===== config.mk =====
export PLATFORM = sky130hd
export DESIGN_NAME = synth_slot_scheduler_flat
export DESIGN_NICKNAME = d
export VERILOG_FILES = /design/src/rtl/synth_slot_scheduler_if.sv /design/src/rtl/synth_slot_scheduler.sv /design/src/flat_wrapper.sv
export SDC_FILE = /design/constraint.sdc
export NUM_CORES = 1
export LEC_CHECK = 0
export BUFFER_PORTS_ARGS = -buffer_cell sky130_fd_sc_hd__buf_2
export CORE_AREA = 2 2 48 50
export CTS_BUF_LIST = sky130_fd_sc_hd__clkbuf_4 sky130_fd_sc_hd__clkbuf_8
export DETAILED_ROUTE_END_ITERATION = 8
export DIE_AREA = 0 0 50 52
export MAX_ROUTING_LAYER = met4
export PLACE_DENSITY = 0.85
export SYNTH_ARGS = -nofsm -noshare
export SYNTH_HDL_FRONTEND = slang
export SYNTH_SLANG_ARGS = --single-unit
export TNS_END_PERCENT = 100

===== constraint.sdc =====
create_clock -name AUDIO_CLK -period 4.58 [get_ports AUDIO_CLK]
set_input_delay 1.145 -clock AUDIO_CLK [delete_from_list [all_inputs] [get_ports AUDIO_CLK]]
set_output_delay 1.145 -clock AUDIO_CLK [all_outputs]
set_load 0.01 [all_outputs]

===== src/rtl/synth_slot_scheduler_if.sv =====
// Frame-trigger inputs and slot-timing outputs of synth_slot_scheduler.
// Optional macro SLOT_OVERRUN_CNT_EN adds the 8-bit overrun_cnt signal.
interface synth_slot_scheduler_if #(
    parameter int PARTS   = 2,
    parameter int P_WIDTH = 1,
    parameter int V_WIDTH = 5,
    parameter int E_WIDTH = 4,
    parameter int C_WIDTH = 2
);
    logic                               trig;
    logic [PARTS-1:0]                   part_mask;
    logic                               overrun_clr;
    logic                               run;
    logic [P_WIDTH+V_WIDTH+E_WIDTH-1:0] xxxx;
    logic [C_WIDTH-1:0]                 slot_phase;
    logic                               sCLK_XVXENVS;
    logic                               sCLK_XVXOSC;
    logic                               xxxx_zero;
    logic                               frame_done;
    logic                               overrun;
`ifdef SLOT_OVERRUN_CNT_EN
    logic [7:0]                         overrun_cnt;

    modport master (
        output trig, part_mask, overrun_clr,
        input  run, xxxx, slot_phase, sCLK_XVXENVS, sCLK_XVXOSC,
        input  xxxx_zero, frame_done, overrun, overrun_cnt
    );
    modport slave (
        input  trig, part_mask, overrun_clr,
        output run, xxxx, slot_phase, sCLK_XVXENVS, sCLK_XVXOSC,
        output xxxx_zero, frame_done, overrun, overrun_cnt
    );
`else
    modport master (
        output trig, part_mask, overrun_clr,
        input  run, xxxx, slot_phase, sCLK_XVXENVS, sCLK_XVXOSC,
        input  xxxx_zero, frame_done, overrun
    );
    modport slave (
        input  trig, part_mask, overrun_clr,
        output run, xxxx, slot_phase, sCLK_XVXENVS, sCLK_XVXOSC,
        output xxxx_zero, frame_done, overrun
    );
`endif
endinterface


===== src/rtl/synth_slot_scheduler.sv =====
// Sweeps every {part, voice, osc, env} slot once per audio frame and emits slot strobes.
// Optional macro SLOT_OVERRUN_CNT_EN adds a saturating 8-bit overrun event counter.
module synth_slot_scheduler #(
    parameter int VOICES       = 32,
    parameter int V_OSC        = 8,
    parameter int O_ENVS       = 2,
    parameter int PARTS        = 2,
    parameter int CYC_PER_SLOT = 4,
    parameter int V_WIDTH      = $clog2(VOICES),
    parameter int E_WIDTH      = $clog2(V_OSC) + $clog2(O_ENVS),
    parameter int P_WIDTH      = (PARTS > 1) ? $clog2(PARTS) : 1,
    parameter int C_WIDTH      = (CYC_PER_SLOT > 1) ? $clog2(CYC_PER_SLOT) : 1
) (
    input  logic                  AUDIO_CLK,
    input  logic                  reset_data_N,
    synth_slot_scheduler_if.slave bus
);
    localparam int VE_WIDTH = V_WIDTH + E_WIDTH;
    localparam logic [VE_WIDTH-1:0] VE_LAST    = {VE_WIDTH{1'b1}};
    localparam logic [VE_WIDTH-1:0] ENV_MASK   = VE_WIDTH'(O_ENVS - 1);
    localparam logic [C_WIDTH-1:0]  PHASE_LAST = C_WIDTH'(CYC_PER_SLOT - 1);

    typedef enum logic [1:0] {
        ST_IDLE  = 2'd0,
        ST_SWEEP = 2'd1,
        ST_DONE  = 2'd2
    } state_t;

    // Returns {found, index} of the lowest set bit of mask.
    function automatic logic [P_WIDTH:0] lowest_part(input logic [PARTS-1:0] mask);
        logic [P_WIDTH:0] r;
        r = {(P_WIDTH+1){1'b0}};
        for (int i = PARTS - 1; i >= 0; i--) begin
            if (mask[i]) r = {1'b1, P_WIDTH'(i)};
        end
        return r;
    endfunction

    // Returns {found, index} of the lowest set bit of mask strictly above cur.
    function automatic logic [P_WIDTH:0] next_part(input logic [PARTS-1:0] mask,
                                                   input logic [P_WIDTH-1:0] cur);
        logic [P_WIDTH:0] r;
        r = {(P_WIDTH+1){1'b0}};
        for (int i = PARTS - 1; i >= 0; i--) begin
            if (mask[i] && (i > int'(cur))) r = {1'b1, P_WIDTH'(i)};
        end
        return r;
    endfunction

    state_t                state_r;
    logic                  trig_q_r;
    logic                  trig_vld_r;
    logic [PARTS-1:0]      mask_r;
    logic [P_WIDTH-1:0]    part_r;
    logic [VE_WIDTH-1:0]   ve_r;
    logic [C_WIDTH-1:0]    phase_r;
    logic                  run_r;
    logic                  env_stb_r;
    logic                  osc_stb_r;
    logic                  zero_r;
    logic                  done_r;
    logic                  overrun_r;

    logic                  trig_edge_s;
    logic                  ovr_evt_s;
    logic [P_WIDTH:0]      first_s;
    logic [P_WIDTH:0]      next_s;
    logic [VE_WIDTH-1:0]   ve_inc_s;
    logic                  osc_next_s;

    // Edge detect, part selection and next-slot decode.
    always_comb begin
        trig_edge_s = bus.trig & ~trig_q_r & trig_vld_r;
        ovr_evt_s   = trig_edge_s & (state_r != ST_IDLE);
        first_s     = lowest_part(bus.part_mask);
        next_s      = next_part(mask_r, part_r);
        ve_inc_s    = ve_r + VE_WIDTH'(1'b1);
        osc_next_s  = ((ve_inc_s & ENV_MASK) == {VE_WIDTH{1'b0}});
    end

    // Trigger history; trig_vld_r masks the first clock so a level held through reset is not an edge.
    always_ff @(posedge AUDIO_CLK or negedge reset_data_N) begin
        if (!reset_data_N) begin
            trig_q_r   <= 1'b0;
            trig_vld_r <= 1'b0;
        end else begin
            trig_q_r   <= bus.trig;
            trig_vld_r <= 1'b1;
        end
    end

    // Frame sweep FSM with registered slot index and strobes.
    always_ff @(posedge AUDIO_CLK or negedge reset_data_N) begin
        if (!reset_data_N) begin
            state_r   <= ST_IDLE;
            mask_r    <= {PARTS{1'b0}};
            part_r    <= {P_WIDTH{1'b0}};
            ve_r      <= {VE_WIDTH{1'b0}};
            phase_r   <= {C_WIDTH{1'b0}};
            run_r     <= 1'b0;
            env_stb_r <= 1'b0;
            osc_stb_r <= 1'b0;
            zero_r    <= 1'b0;
            done_r    <= 1'b0;
        end else begin
            case (state_r)
                ST_IDLE: begin
                    done_r <= 1'b0;
                    if (trig_edge_s) begin
                        mask_r <= bus.part_mask;
                        if (first_s[P_WIDTH]) begin
                            state_r   <= ST_SWEEP;
                            run_r     <= 1'b1;
                            part_r    <= first_s[P_WIDTH-1:0];
                            ve_r      <= {VE_WIDTH{1'b0}};
                            phase_r   <= {C_WIDTH{1'b0}};
                            env_stb_r <= 1'b1;
                            osc_stb_r <= 1'b1;
                            zero_r    <= 1'b1;
                        end else begin
                            state_r <= ST_DONE;
                            done_r  <= 1'b1;
                        end
                    end
                end
                ST_SWEEP: begin
                    zero_r <= 1'b0;
                    if (phase_r != PHASE_LAST) begin
                        phase_r   <= phase_r + C_WIDTH'(1'b1);
                        env_stb_r <= 1'b0;
                        osc_stb_r <= 1'b0;
                    end else begin
                        phase_r <= {C_WIDTH{1'b0}};
                        if (ve_r != VE_LAST) begin
                            ve_r      <= ve_inc_s;
                            env_stb_r <= 1'b1;
                            osc_stb_r <= osc_next_s;
                        end else if (next_s[P_WIDTH]) begin
                            part_r    <= next_s[P_WIDTH-1:0];
                            ve_r      <= {VE_WIDTH{1'b0}};
                            env_stb_r <= 1'b1;
                            osc_stb_r <= 1'b1;
                        end else begin
                            state_r   <= ST_DONE;
                            run_r     <= 1'b0;
                            part_r    <= {P_WIDTH{1'b0}};
                            ve_r      <= {VE_WIDTH{1'b0}};
                            env_stb_r <= 1'b0;
                            osc_stb_r <= 1'b0;
                            done_r    <= 1'b1;
                        end
                    end
                end
                ST_DONE: begin
                    state_r <= ST_IDLE;
                    done_r  <= 1'b0;
                end
                default: begin
                    state_r   <= ST_IDLE;
                    run_r     <= 1'b0;
                    part_r    <= {P_WIDTH{1'b0}};
                    ve_r      <= {VE_WIDTH{1'b0}};
                    phase_r   <= {C_WIDTH{1'b0}};
                    env_stb_r <= 1'b0;
                    osc_stb_r <= 1'b0;
                    zero_r    <= 1'b0;
                    done_r    <= 1'b0;
                end
            endcase
        end
    end

    // Sticky overrun flag; a fresh event outranks a clear.
    always_ff @(posedge AUDIO_CLK or negedge reset_data_N) begin
        if (!reset_data_N) begin
            overrun_r <= 1'b0;
        end else if (ovr_evt_s) begin
            overrun_r <= 1'b1;
        end else if (bus.overrun_clr) begin
            overrun_r <= 1'b0;
        end else begin
            overrun_r <= overrun_r;
        end
    end

`ifdef SLOT_OVERRUN_CNT_EN
    logic [7:0] overrun_cnt_r;

    // Saturating overrun event counter; clear outranks increment.
    always_ff @(posedge AUDIO_CLK or negedge reset_data_N) begin
        if (!reset_data_N) begin
            overrun_cnt_r <= 8'd0;
        end else if (bus.overrun_clr) begin
            overrun_cnt_r <= 8'd0;
        end else if (ovr_evt_s && (overrun_cnt_r != 8'd255)) begin
            overrun_cnt_r <= overrun_cnt_r + 8'd1;
        end else begin
            overrun_cnt_r <= overrun_cnt_r;
        end
    end

    assign bus.overrun_cnt = overrun_cnt_r;
`endif

    assign bus.run          = run_r;
    assign bus.xxxx         = {part_r, ve_r};
    assign bus.slot_phase   = phase_r;
    assign bus.sCLK_XVXENVS = env_stb_r;
    assign bus.sCLK_XVXOSC  = osc_stb_r;
    assign bus.xxxx_zero    = zero_r;
    assign bus.frame_done   = done_r;
    assign bus.overrun      = overrun_r;
endmodule


===== src/flat_wrapper.sv =====
// flat-port wrapper written by rule: the top's interface ports become plain ports
module synth_slot_scheduler_flat 
#(
    parameter int VOICES       = 32,
    parameter int V_OSC        = 8,
    parameter int O_ENVS       = 2,
    parameter int PARTS        = 2,
    parameter int CYC_PER_SLOT = 4,
    parameter int V_WIDTH      = $clog2(VOICES),
    parameter int E_WIDTH      = $clog2(V_OSC) + $clog2(O_ENVS),
    parameter int P_WIDTH      = (PARTS > 1) ? $clog2(PARTS) : 1,
    parameter int C_WIDTH      = (CYC_PER_SLOT > 1) ? $clog2(CYC_PER_SLOT) : 1
)
  (AUDIO_CLK, reset_data_N, bus_trig, bus_part_mask, bus_overrun_clr, bus_run, bus_xxxx, bus_slot_phase, bus_sCLK_XVXENVS, bus_sCLK_XVXOSC, bus_xxxx_zero, bus_frame_done, bus_overrun);
  synth_slot_scheduler_if #(.PARTS(PARTS), .P_WIDTH(P_WIDTH), .V_WIDTH(V_WIDTH), .E_WIDTH(E_WIDTH), .C_WIDTH(C_WIDTH)) bus_i ();
  input  logic AUDIO_CLK;
  input  logic reset_data_N;
  input wire logic [$bits(bus_i.trig)-1:0] bus_trig;
  input wire logic [$bits(bus_i.part_mask)-1:0] bus_part_mask;
  input wire logic [$bits(bus_i.overrun_clr)-1:0] bus_overrun_clr;
  output wire logic [$bits(bus_i.run)-1:0] bus_run;
  output wire logic [$bits(bus_i.xxxx)-1:0] bus_xxxx;
  output wire logic [$bits(bus_i.slot_phase)-1:0] bus_slot_phase;
  output wire logic [$bits(bus_i.sCLK_XVXENVS)-1:0] bus_sCLK_XVXENVS;
  output wire logic [$bits(bus_i.sCLK_XVXOSC)-1:0] bus_sCLK_XVXOSC;
  output wire logic [$bits(bus_i.xxxx_zero)-1:0] bus_xxxx_zero;
  output wire logic [$bits(bus_i.frame_done)-1:0] bus_frame_done;
  output wire logic [$bits(bus_i.overrun)-1:0] bus_overrun;
  assign bus_i.trig = bus_trig;
  assign bus_i.part_mask = bus_part_mask;
  assign bus_i.overrun_clr = bus_overrun_clr;
  assign bus_run = bus_i.run;
  assign bus_xxxx = bus_i.xxxx;
  assign bus_slot_phase = bus_i.slot_phase;
  assign bus_sCLK_XVXENVS = bus_i.sCLK_XVXENVS;
  assign bus_sCLK_XVXOSC = bus_i.sCLK_XVXOSC;
  assign bus_xxxx_zero = bus_i.xxxx_zero;
  assign bus_frame_done = bus_i.frame_done;
  assign bus_overrun = bus_i.overrun;
  synth_slot_scheduler #(.VOICES(VOICES), .V_OSC(V_OSC), .O_ENVS(O_ENVS), .PARTS(PARTS), .CYC_PER_SLOT(CYC_PER_SLOT), .V_WIDTH(V_WIDTH), .E_WIDTH(E_WIDTH), .P_WIDTH(P_WIDTH), .C_WIDTH(C_WIDTH)) u_core (.AUDIO_CLK(AUDIO_CLK), .reset_data_N(reset_data_N), .bus(bus_i));
endmodule

==> results of run 1 <==
worst max-delay path: cells and delay by family:
kind,cells,cell delay (ns)
AO/OA/AOI/OAI,2,0.64
AND/OR/NAND/NOR,2,0.62
buffers and inverters,1,0.09
metrics by stage:
stage | utilization [%] | setup slack (ns)
2_1_floorplan | - | 2.352
3_3_place_gp | 58.41 | 2.080
3_5_place_dp | 58.41 | 2.013
4_1_cts | 59.71 | 2.348
5_1_grt | 59.71 | 2.186
6_report | 59.71 | 2.339
final cells by class:
type	instances	area (sq um)	share of cell area (%)
sequential	23	575.6	45.77
multi-input combinational	80	485.5	38.61
timing repair buffer	23	115.1	9.154
tap	28	35.03	2.786
clock buffer	3	22.52	1.791
inverter	5	18.77	1.493
clock inverter	1	5.005	0.3980
where the power goes:
part	total, uW	switching [uW]	internal [uW]
Combinational	222	125	97.0
Clock	96.8	64.1	32.7
Sequential	305	49.2	255
placed cells by master, fill, tap and decap left out, types with 2 or more instances in the layout:
cell type / count
a31oi_1: 2
nand3_1: 3
nand2b_1: 2
buf_2: 23
clkbuf_4: 3
o21ai_0: 9
nor2_1: 11
inv_1: 5
nor3_1: 5
o22a_1: 2
ha_1: 4
a21oi_1: 9
or2_2: 2
o31ai_1: 2
o31a_1: 3
or3_1: 4
nand2_1: 8
a21o_1: 2
dfrtp_1: 23
final timing paths:
check,startpoint,end,slack (ns),cells past startpoint
max in group asynchronous,reset_data_N,u_core.ve_r[8]$_DFFE_PN0P_,3.47,1
max,bus_trig,u_core.ve_r[5]$_DFFE_PN0P_,2.34,5
min reg2reg,u_core.bus.frame_done$_DFFE_PN0P_,u_core.bus.frame_done$_DFFE_PN0P_,0.50,1
min in group asynchronous,reset_data_N,u_core.ve_r[7]$_DFFE_PN0P_,0.77,1
min,u_core.bus.frame_done$_DFFE_PN0P_,u_core.bus.frame_done$_DFFE_PN0P_,0.50,1
max reg2reg,u_core.ve_r[0]$_DFFE_PN0P_,u_core.state_r[0]$_DFFE_PN0P_,2.38,7
metal layers:
layer | vias to the layer above | GRT usage, % | share of wire (%)
li1 | 446 | - | -
met1 | 444 | 24.20 | 44
met2 | 25 | 33.33 | 50
met3 | 4 | 3.448 | 3.9
met4 | 0 | 9.722 | 1.8
met5 | - | - | 0
logic make-up (layout without fill, tap and decap cells):
kind of cell	after synthesis	count (layout)	share of synthesized area, %
AOI/OAI and AO/OA	33	33	18.99
adders and majority gates	4	4	4.495
buffers and inverters	10	32	4.719
DFF	23	23	51.69
muxes	1	1	1.011
other	1	1	0.3368
and+or+nand+nor	41	41	18.76
flip-flops by register name (all words and copies together) (netlist names):
| signal | count |
|---|---|
| u_core.bus.xxxx_zero | 1 |
| u_core.ve_r | 9 |
| u_core.mask_r | 1 |
| u_core.state_r | 2 |
| u_core.part_r | 1 |
| u_core.bus.run | 1 |
| u_core.bus.overrun | 1 |
| u_core.trig_vld_r | 1 |
| u_core.bus.sCLK_XVXOSC | 1 |
| u_core.bus.frame_done | 1 |
| u_core.bus.slot_phase | 2 |
| u_core.bus.sCLK_XVXENVS | 1 |
| u_core.trig_q_r | 1 |
==> results.yml, run 1 <==
status:
  status: "completed"
critical_path:
  crit_required_ns: 4.84
  worstPathCellList: "buf_2, nand3b_1, o31a_1, or4_1, a21oi_1"
  cp_slowest_cell: "o31a_1"
  cp.arrival_ns: 2.50
  path_max_fanout: 15
  startpoint_type: "primary input"
  critPathKind: "in -> reg"
  slowest_delay_ns: 0.49
  cp-end-kind: "flop"
yosys:
  synthFlopType: "dfrtp_1"
  syn-num-nets: 123
  synth_edf_count: 0
  synthTopCellsByArea: "dfrtp_1 52%, ha_1 4.5%, a21oi_1 4.0%"
  yosysSeqAreaShare_pct: 51.69
  synth_cell_types: 32
  yosys_warnings: 0
  syn-cell-area_sq_mm: 0.001114
  syn_area_per_cell_sq_um: 9.855
  synth-async-reset-ratio_pct: 100.0
  yosys-top-cells-count: "23 x dfrtp_1, 11 x nor2_1, 9 x a21oi_1, 9 x o21ai_0, 8 x nand2_1"
  yosysMostFrequentCell: "dfrtp_1"
  synth_cells: 113
  synth_area_leader_cell: "dfrtp_1"
  ys_ff_latch: 23
  netlist.area_leader.share_pct: 51.69
timing:
  setup-violations-final: 0
  rsz0062_at_grt: "false"
  period_share_pct: 48.92
  fin_worst_skew_ns: 0.001758
  slew_violations: 0
  whs_ns: 0.4989
  finalHoldViolCount: 0
  final.setup.tns_ns: 0
  relSlewSlack_pct: 65.18
  worstMarginPinSlew_ns: 0.5198
  fin_crit_ns: 2.241
  max_freq_mhz: 446.3
place:
  place_hpwl_microns: 1627
  post_dp_cell_area_sq_mm: 0.001230
  gp_congestion: 0.8353
  placedCellCount: 159
  io_buffers: 23
global_routing:
  grt_pass1_wl_microns: 3753
  grt_max_degree: 24
  antenna_found_initial: 0
  grtUsageTotal_pct: 20.22
  overflow: 0
  grt_pass1_vias: 851
final_layout:
  syn2layout_area_growth_pct: 12.92
  instances_no_fill: 163
  fill_cells: 181
  final_area_sq_mm: 0.001257
  nets: 146
  diodes: 0
  drive_above_1_share_pct: 22.96
clock_network:
  clk_latency_ns: 0.32
  postCtsSetupBuffers: 0
  clockBufferDepth: 2
  cts_root_buf: "clkbuf_4"
  htreeDepth: 1
  cts_tree: "yes"
  cts.sink_count: 23
  cts_buffers: 3
  ctsHoldBuffers: 0
  path_clk_slew_ns: 0.13
  cts.repair.resized: 0
flow_run:
  max_cap_violations: 0
power:
  peakVddDrop_uv: 347.2
  leakagePower_uw: 0.0006140
  power_density_mw_per_mm2: 495.7
  total_power_uw: 623.4
floorplan:
  fp-row-count: 17
  die_height_microns: 52
  start_util_pct: 52.88
  core-area_sq_mm: 0.002106
  num_io_pins: 24
  dieWidth_microns: 50
  die_area_sq_mm: 0.002600
hold_path:
  min_path_type: "reg -> reg"
routing:
  wl_per_cell_microns: 13.61
  routed_wl_microns: 2218
  drc: 0
  avgViaCountPerCell: 5.638
  drtIter0Drc: 9
  vias: 919
  postRouteAntennaNets: 0
  drt_pre_antenna_iters: 4
Note: power is estimated with default switching activity, not from simulation.
==> inputs of run 2 (changes only) <==
==> constraint.sdc (replaced) <==
create_clock -name AUDIO_CLK -period 2.31 [get_ports AUDIO_CLK]
set_input_delay 0.5775 -clock AUDIO_CLK [delete_from_list [all_inputs] [get_ports AUDIO_CLK]]
set_output_delay 0.5775 -clock AUDIO_CLK [all_outputs]
set_load 0.01 [all_outputs]
==> run 2 against run 1 <==
Compared with the run above:
- non-clock buffer count is the same
- total power grew 98%
- clock skew grew 0.014 ns
- die area is the same
- setup slack lost 2.2 ns
- sequential power grew 98%
- combinational power grew 100%
- largest power group unchanged
==> results.yml, run 2 (synthesis results as in run 1) <==
timing:
  rsz0062_at_grt: "false"
  period_share_pct: 93.57
  fin_worst_skew_ns: 0.01541
  worstMarginPinSlew_ns: 0.5164
  setup-violations-final: 0
  finalHoldViolCount: 0
  fin_crit_ns: 2.161
  relSlewSlack_pct: 65.57
  final.setup.tns_ns: 0
  whs_ns: 0.2113
  max_freq_mhz: 462.7
  slew_violations: 0
place:
  gp_congestion: 0.9454
  place_hpwl_microns: 1605
  io_buffers: 23
routing:
  vias: 920
  drt_pre_antenna_iters: 4
  avgViaCountPerCell: 5.644
  wl_met3_microns: 83
  wl_per_cell_microns: 13.59
  dr.max_layer_used: "met4"
  routed_wl_microns: 2215
  drc: 0
  postRouteAntennaNets: 0
  drtIter0Drc: 17
  met1_length_microns: 1014
  wl_met2_microns: 1096
power:
  power_density_mw_per_mm2: 976.6
  switching_power_uw: 467.8
  leakagePower_uw: 0.0006151
  total_power_uw: 1234
  intPower_uw: 766.3
  power_frac_comb_pct: 36.1
  clkPwrFrac_pct: 15.0
  swShare_pct: 37.91
  peakVddDrop_uv: 581.1
  seqPwrFrac_pct: 48.9
global_routing:
  grt_pass1_vias: 855
  antenna_found_initial: 0
  grt_max_degree: 24
  overflow: 0
  grtUsageTotal_pct: 18.88
  grt_pass1_wl_microns: 3615
floorplan:
  dieWidth_microns: 50
  die_area_sq_mm: 0.002600
  die_height_microns: 52
  fp-row-count: 17
  num_io_pins: 24
  start_util_pct: 52.88
  core-area_sq_mm: 0.002106
final_layout:
  top_register: "u_core.ve_r"
  syn2layout_area_growth_pct: 13.48
  fill_cells: 186
  nets: 146
  multi_input_area_sq_um: 490.5
  largest_register_ffs: 9
  drive_above_1_share_pct: 24.44
  ff_latch_area_sq_um: 576.8
  final_cell_mix: "23 x buf_2, 22 x dfrtp_1, 11 x nor2_1, 9 x a21oi_1, 9 x o21ai_0"
  final_common_cell: "buf_2"
  diodes: 0
flow_run:
  max_cap_violations: 0
clock_network:
  clockBufferDepth: 2
  cts_root_buf: "clkbuf_4"
  htreeDepth: 1
  path_clk_slew_ns: 0.13
  cts_buffers: 3
  postCtsSetupBuffers: 0
  cts_tree: "yes"
  ctsHoldBuffers: 0
  cts.sink_count: 23
  clk_latency_ns: 0.31
critical_path:
  path_max_fanout: 6
  startpoint_type: "flop"
  cp.arrival_ns: 2.38
  cp-end-kind: "flop"
  critPathKind: "reg -> reg"
  crit_required_ns: 2.52
status:
  status: "completed"
hold_path:
  min_path_type: "in -> async"
run 2: changes by cell type in the layout (fill, tap and decap cells not counted):
cell and delta:
nor3_2 +1, nor3_1 -1, dfrtp_1 -1, dfrtp_2 +1
run 2: area by class of cell:
| type | instances | area share (%) |
|---|---|---|
| Clock buffer | 3 | 1.782 |
| Timing Repair Buffer | 23 | 9.109 |
| Sequential cell | 23 | 45.64 |
| Tap cell | 28 | 2.772 |
| Inverter | 5 | 1.485 |
| Multi-Input combinational cell | 80 | 38.81 |
| Clock inverter | 1 | 0.3960 |
run 2: stage by stage:
| stage | cells | utilization (%) | worst slack [ns] | cell area [sq um] |
|---|---|---|---|---|
| floorplan | 113 | - | 0.3924 | 1114 |
| global placement | 159 | 58.41 | 0.2976 | 1230 |
| detailed placement | 159 | 58.41 | 0.1727 | 1230 |
| CTS | 163 | 59.71 | 0.1249 | 1257 |
| global route | 163 | 60.01 | 0.01013 | 1264 |
| finish | 163 | 60.01 | 0.1486 | 1264 |
run 2: final timing paths:
kind	from	endpoint	slack, ns	cells after the start
min	reset_data_N	u_core.ve_r[7]$_DFFE_PN0P_	0.21	1
max in group asynchronous	reset_data_N	u_core.ve_r[0]$_DFFE_PN0P_	1.73	1
max	u_core.ve_r[0]$_DFFE_PN0P_	u_core.state_r[0]$_DFFE_PN0P_	0.15	7
min reg2reg	u_core.bus.frame_done$_DFFE_PN0P_	u_core.bus.frame_done$_DFFE_PN0P_	0.50	1
max reg2reg	u_core.ve_r[0]$_DFFE_PN0P_	u_core.state_r[0]$_DFFE_PN0P_	0.15	7
min in group AUDIO_CLK	bus_trig	u_core.trig_q_r$_DFF_PN0_	0.40	1
run 2: power groups by stage:
stage | Clock, uW | Combinational [uW] | Sequential, uW
3_5_place_dp | 0 | 439 | 611
3_3_place_gp | 0 | 430 | 605
5_1_grt | 201 | 502 | 621
6_report | 185 | 445 | 604
2_1_floorplan | 0 | 313 | 610
4_1_cts | 188 | 444 | 603
run 2: routing by layer:
metal	track usage [%]	vias to the layer above
li1	-	447
met1	23.31	444
met4	6.481	0
met2	31.36	25
met5	-	-
met3	3.448	4
run 2: critical path, cell delays in order (launching register included):
cell     delay, ns
dfrtp_2       0.44
ha_1          0.23
nand2_1       0.07
or2_2         0.31
nor2_1        0.16
ha_1          0.28
a31oi_1       0.22
or2_2         0.35
run 2: repair_timing:
action / 4_1_cts / 5_1_grt
hold endpoints to repair: 0 / 0
endpoints found under the setup margin: 0 / 5
resized for setup: 0 / 2
==> inputs of run 3 (changes only) <==
--- a/config.mk
+++ b/config.mk
@@ -10,7 +10,6 @@
 export CTS_BUF_LIST = sky130_fd_sc_hd__clkbuf_4 sky130_fd_sc_hd__clkbuf_8
 export DETAILED_ROUTE_END_ITERATION = 8
 export DIE_AREA = 0 0 50 52
-export MAX_ROUTING_LAYER = met4
 export PLACE_DENSITY = 0.85
 export SYNTH_ARGS = -nofsm -noshare
 export SYNTH_HDL_FRONTEND = slang
==> run 3 against run 2 <==
Compared with the run above:
- non-clock buffer count unchanged
- clock power barely moved
- routed wire length barely moved
- die area stayed put
- utilization unchanged
- sequential share of layout area stayed put
- via count shrank 0.22%
- critical path depth did not move
- register-to-register slack about the same
- global-route usage shrank 0.50 points
- total power about the same
- final area did not move
- critical path type unchanged
- largest cell class unchanged
- largest power group unchanged
==> results.yml, run 3 (synthesis results as in run 1) <==
timing:
  worstMarginPinSlew_ns: 0.5163
  setup-violations-final: 0
  finalHoldViolCount: 0
  fin_worst_skew_ns: 0.01489
  period_share_pct: 93.47
  setup_ws_ns: 0.1508
  slew_violations: 0
  final.setup.tns_ns: 0
  fin_crit_ns: 2.159
  max_freq_mhz: 463.1
  relSlewSlack_pct: 65.58
  rsz0062_at_grt: "false"
clock_network:
  cts_root_buf: "clkbuf_4"
  cts.sink_count: 23
  ctsHoldBuffers: 0
  cts_buffers: 3
  htreeDepth: 1
  clockBufferDepth: 2
  path_clk_slew_ns: 0.13
  cts_tree: "yes"
  clk_latency_ns: 0.31
  cts.repair.resized: 0
  postCtsSetupBuffers: 0
routing:
  drtIter0Drc: 17
  drt_pre_antenna_iters: 4
  drc: 0
  avgViaCountPerCell: 5.632
  postRouteAntennaNets: 0
  routed_wl_microns: 2213
  wl_per_cell_microns: 13.58
  vias: 918
final_layout:
  nets: 146
  syn2layout_area_growth_pct: 13.48
  utilization_pct: 60.01
  fill_cells: 186
  drive_above_1_share_pct: 24.44
  multi_input_area_sq_um: 490.5
  diodes: 0
  largest_register_ffs: 9
  top_register: "u_core.ve_r"
  final_cell_mix: "23 x buf_2, 22 x dfrtp_1, 11 x nor2_1, 9 x a21oi_1, 9 x o21ai_0"
  final_common_cell: "buf_2"
  ff_latch_area_sq_um: 576.8
global_routing:
  busiest_layer: "met2"
  use_met2_pct: 31.36
  antenna_found_initial: 0
  grt_pass1_vias: 860
  grtUsageTotal_pct: 18.38
  grtUsageMet3_pct: 3.448
  overflow: 0
  grt_max_degree: 24
  met1_usage_pct: 23.31
  grt_pass1_wl_microns: 3601
place:
  gp_congestion: 0.9289
  place_hpwl_microns: 1605
  post-place-ws_ns: 0.1727
  io_buffers: 23
floorplan:
  die_height_microns: 52
  die_area_sq_mm: 0.002600
  num_io_pins: 24
  core-area_sq_mm: 0.002106
  fp-row-count: 17
  start_util_pct: 52.88
  dieWidth_microns: 50
hold_path:
  min_path_type: "in -> async"
critical_path:
  critPathKind: "reg -> reg"
  r2r_slack_ns: 0.15
  crit_required_ns: 2.52
  cp-endpoint: "u_core.state_r[0]$_DFFE_PN0P_"
  timing.rr.end: "u_core.state_r[0]$_DFFE_PN0P_"
  r2r_cells: 7
  timing.rr.start: "u_core.ve_r[0]$_DFFE_PN0P_"
  path_max_fanout: 6
  crit_start: "u_core.ve_r[0]$_DFFE_PN0P_"
  cp.arrival_ns: 2.37
  cp-end-kind: "flop"
  startpoint_type: "flop"
flow_run:
  max_cap_violations: 0
power:
  peakVddDrop_uv: 581.4
  power_density_mw_per_mm2: 976.3
  leakagePower_uw: 0.0006151
status:
  status: "completed"
-- run 3: cell counts in the layout (fill, tap and decap cells not counted) --
No cell type changed its count.
-- run 3: critical path, cell delays in order, from the launching register on --
cell and delay, ns:
dfrtp_2 0.44, ha_1 0.23, nand2_1 0.07, or2_2 0.31, nor2_1 0.16, ha_1 0.28, a31oi_1 0.22, or2_2 0.35
-- run 3: layout make-up --
type / count / share of cell area (%)
Timing Repair Buffer: 23 / 9.109
Clock buffer: 3 / 1.782
Multi-Input combinational cell: 80 / 38.81
Sequential cell: 23 / 45.64
Tap cell: 28 / 2.772
Inverter: 5 / 1.485
Clock inverter: 1 / 0.3960
-- run 3: layer usage --
layer	vias up	share of wire, %
met1	442	46
met5	-	0
met3	4	3.8
met4	0	1.0
li1	447	-
met2	25	50
-- run 3: report_power, final --
| group | internal [uW] | total (uW) | switching, uW |
|---|---|---|---|
| clock network | 64.7 | 185 | 120 |
| registers | 507 | 604 | 96.4 |
| logic | 194 | 446 | 251 |
-- run 3: worst min-delay path by stage --
stage                                           start                           endpoint  cells past startpoint
finish                                   reset_data_N         u_core.ve_r[7]$_DFFE_PN0P_                      1
global route                             reset_data_N         u_core.ve_r[7]$_DFFE_PN0P_                      1
CTS                                      reset_data_N         u_core.ve_r[7]$_DFFE_PN0P_                      1
detailed placement  u_core.bus.frame_done$_DFFE_PN0P_  u_core.bus.frame_done$_DFFE_PN0P_                      1
global placement    u_core.bus.frame_done$_DFFE_PN0P_  u_core.bus.frame_done$_DFFE_PN0P_                      1
floorplan                                reset_data_N  u_core.bus.frame_done$_DFFE_PN0P_                      0
-- run 3: per-stage QoR --
| stage | instance area [sq um] | hold slack [ns] | total power (uW) | instances |
|---|---|---|---|---|
| final | 1264 | 0.2114 | 1234 | 163 |
| after global placement | 1230 | 0.4624 | 1035 | 159 |
| after detailed placement | 1230 | 0.4659 | 1051 | 159 |
| after global routing | 1264 | 0.2488 | 1323 | 163 |
| after floorplan | 1114 | 0.2819 | 923.5 | 113 |
| after CTS | 1257 | 0.2319 | 1234 | 163 |
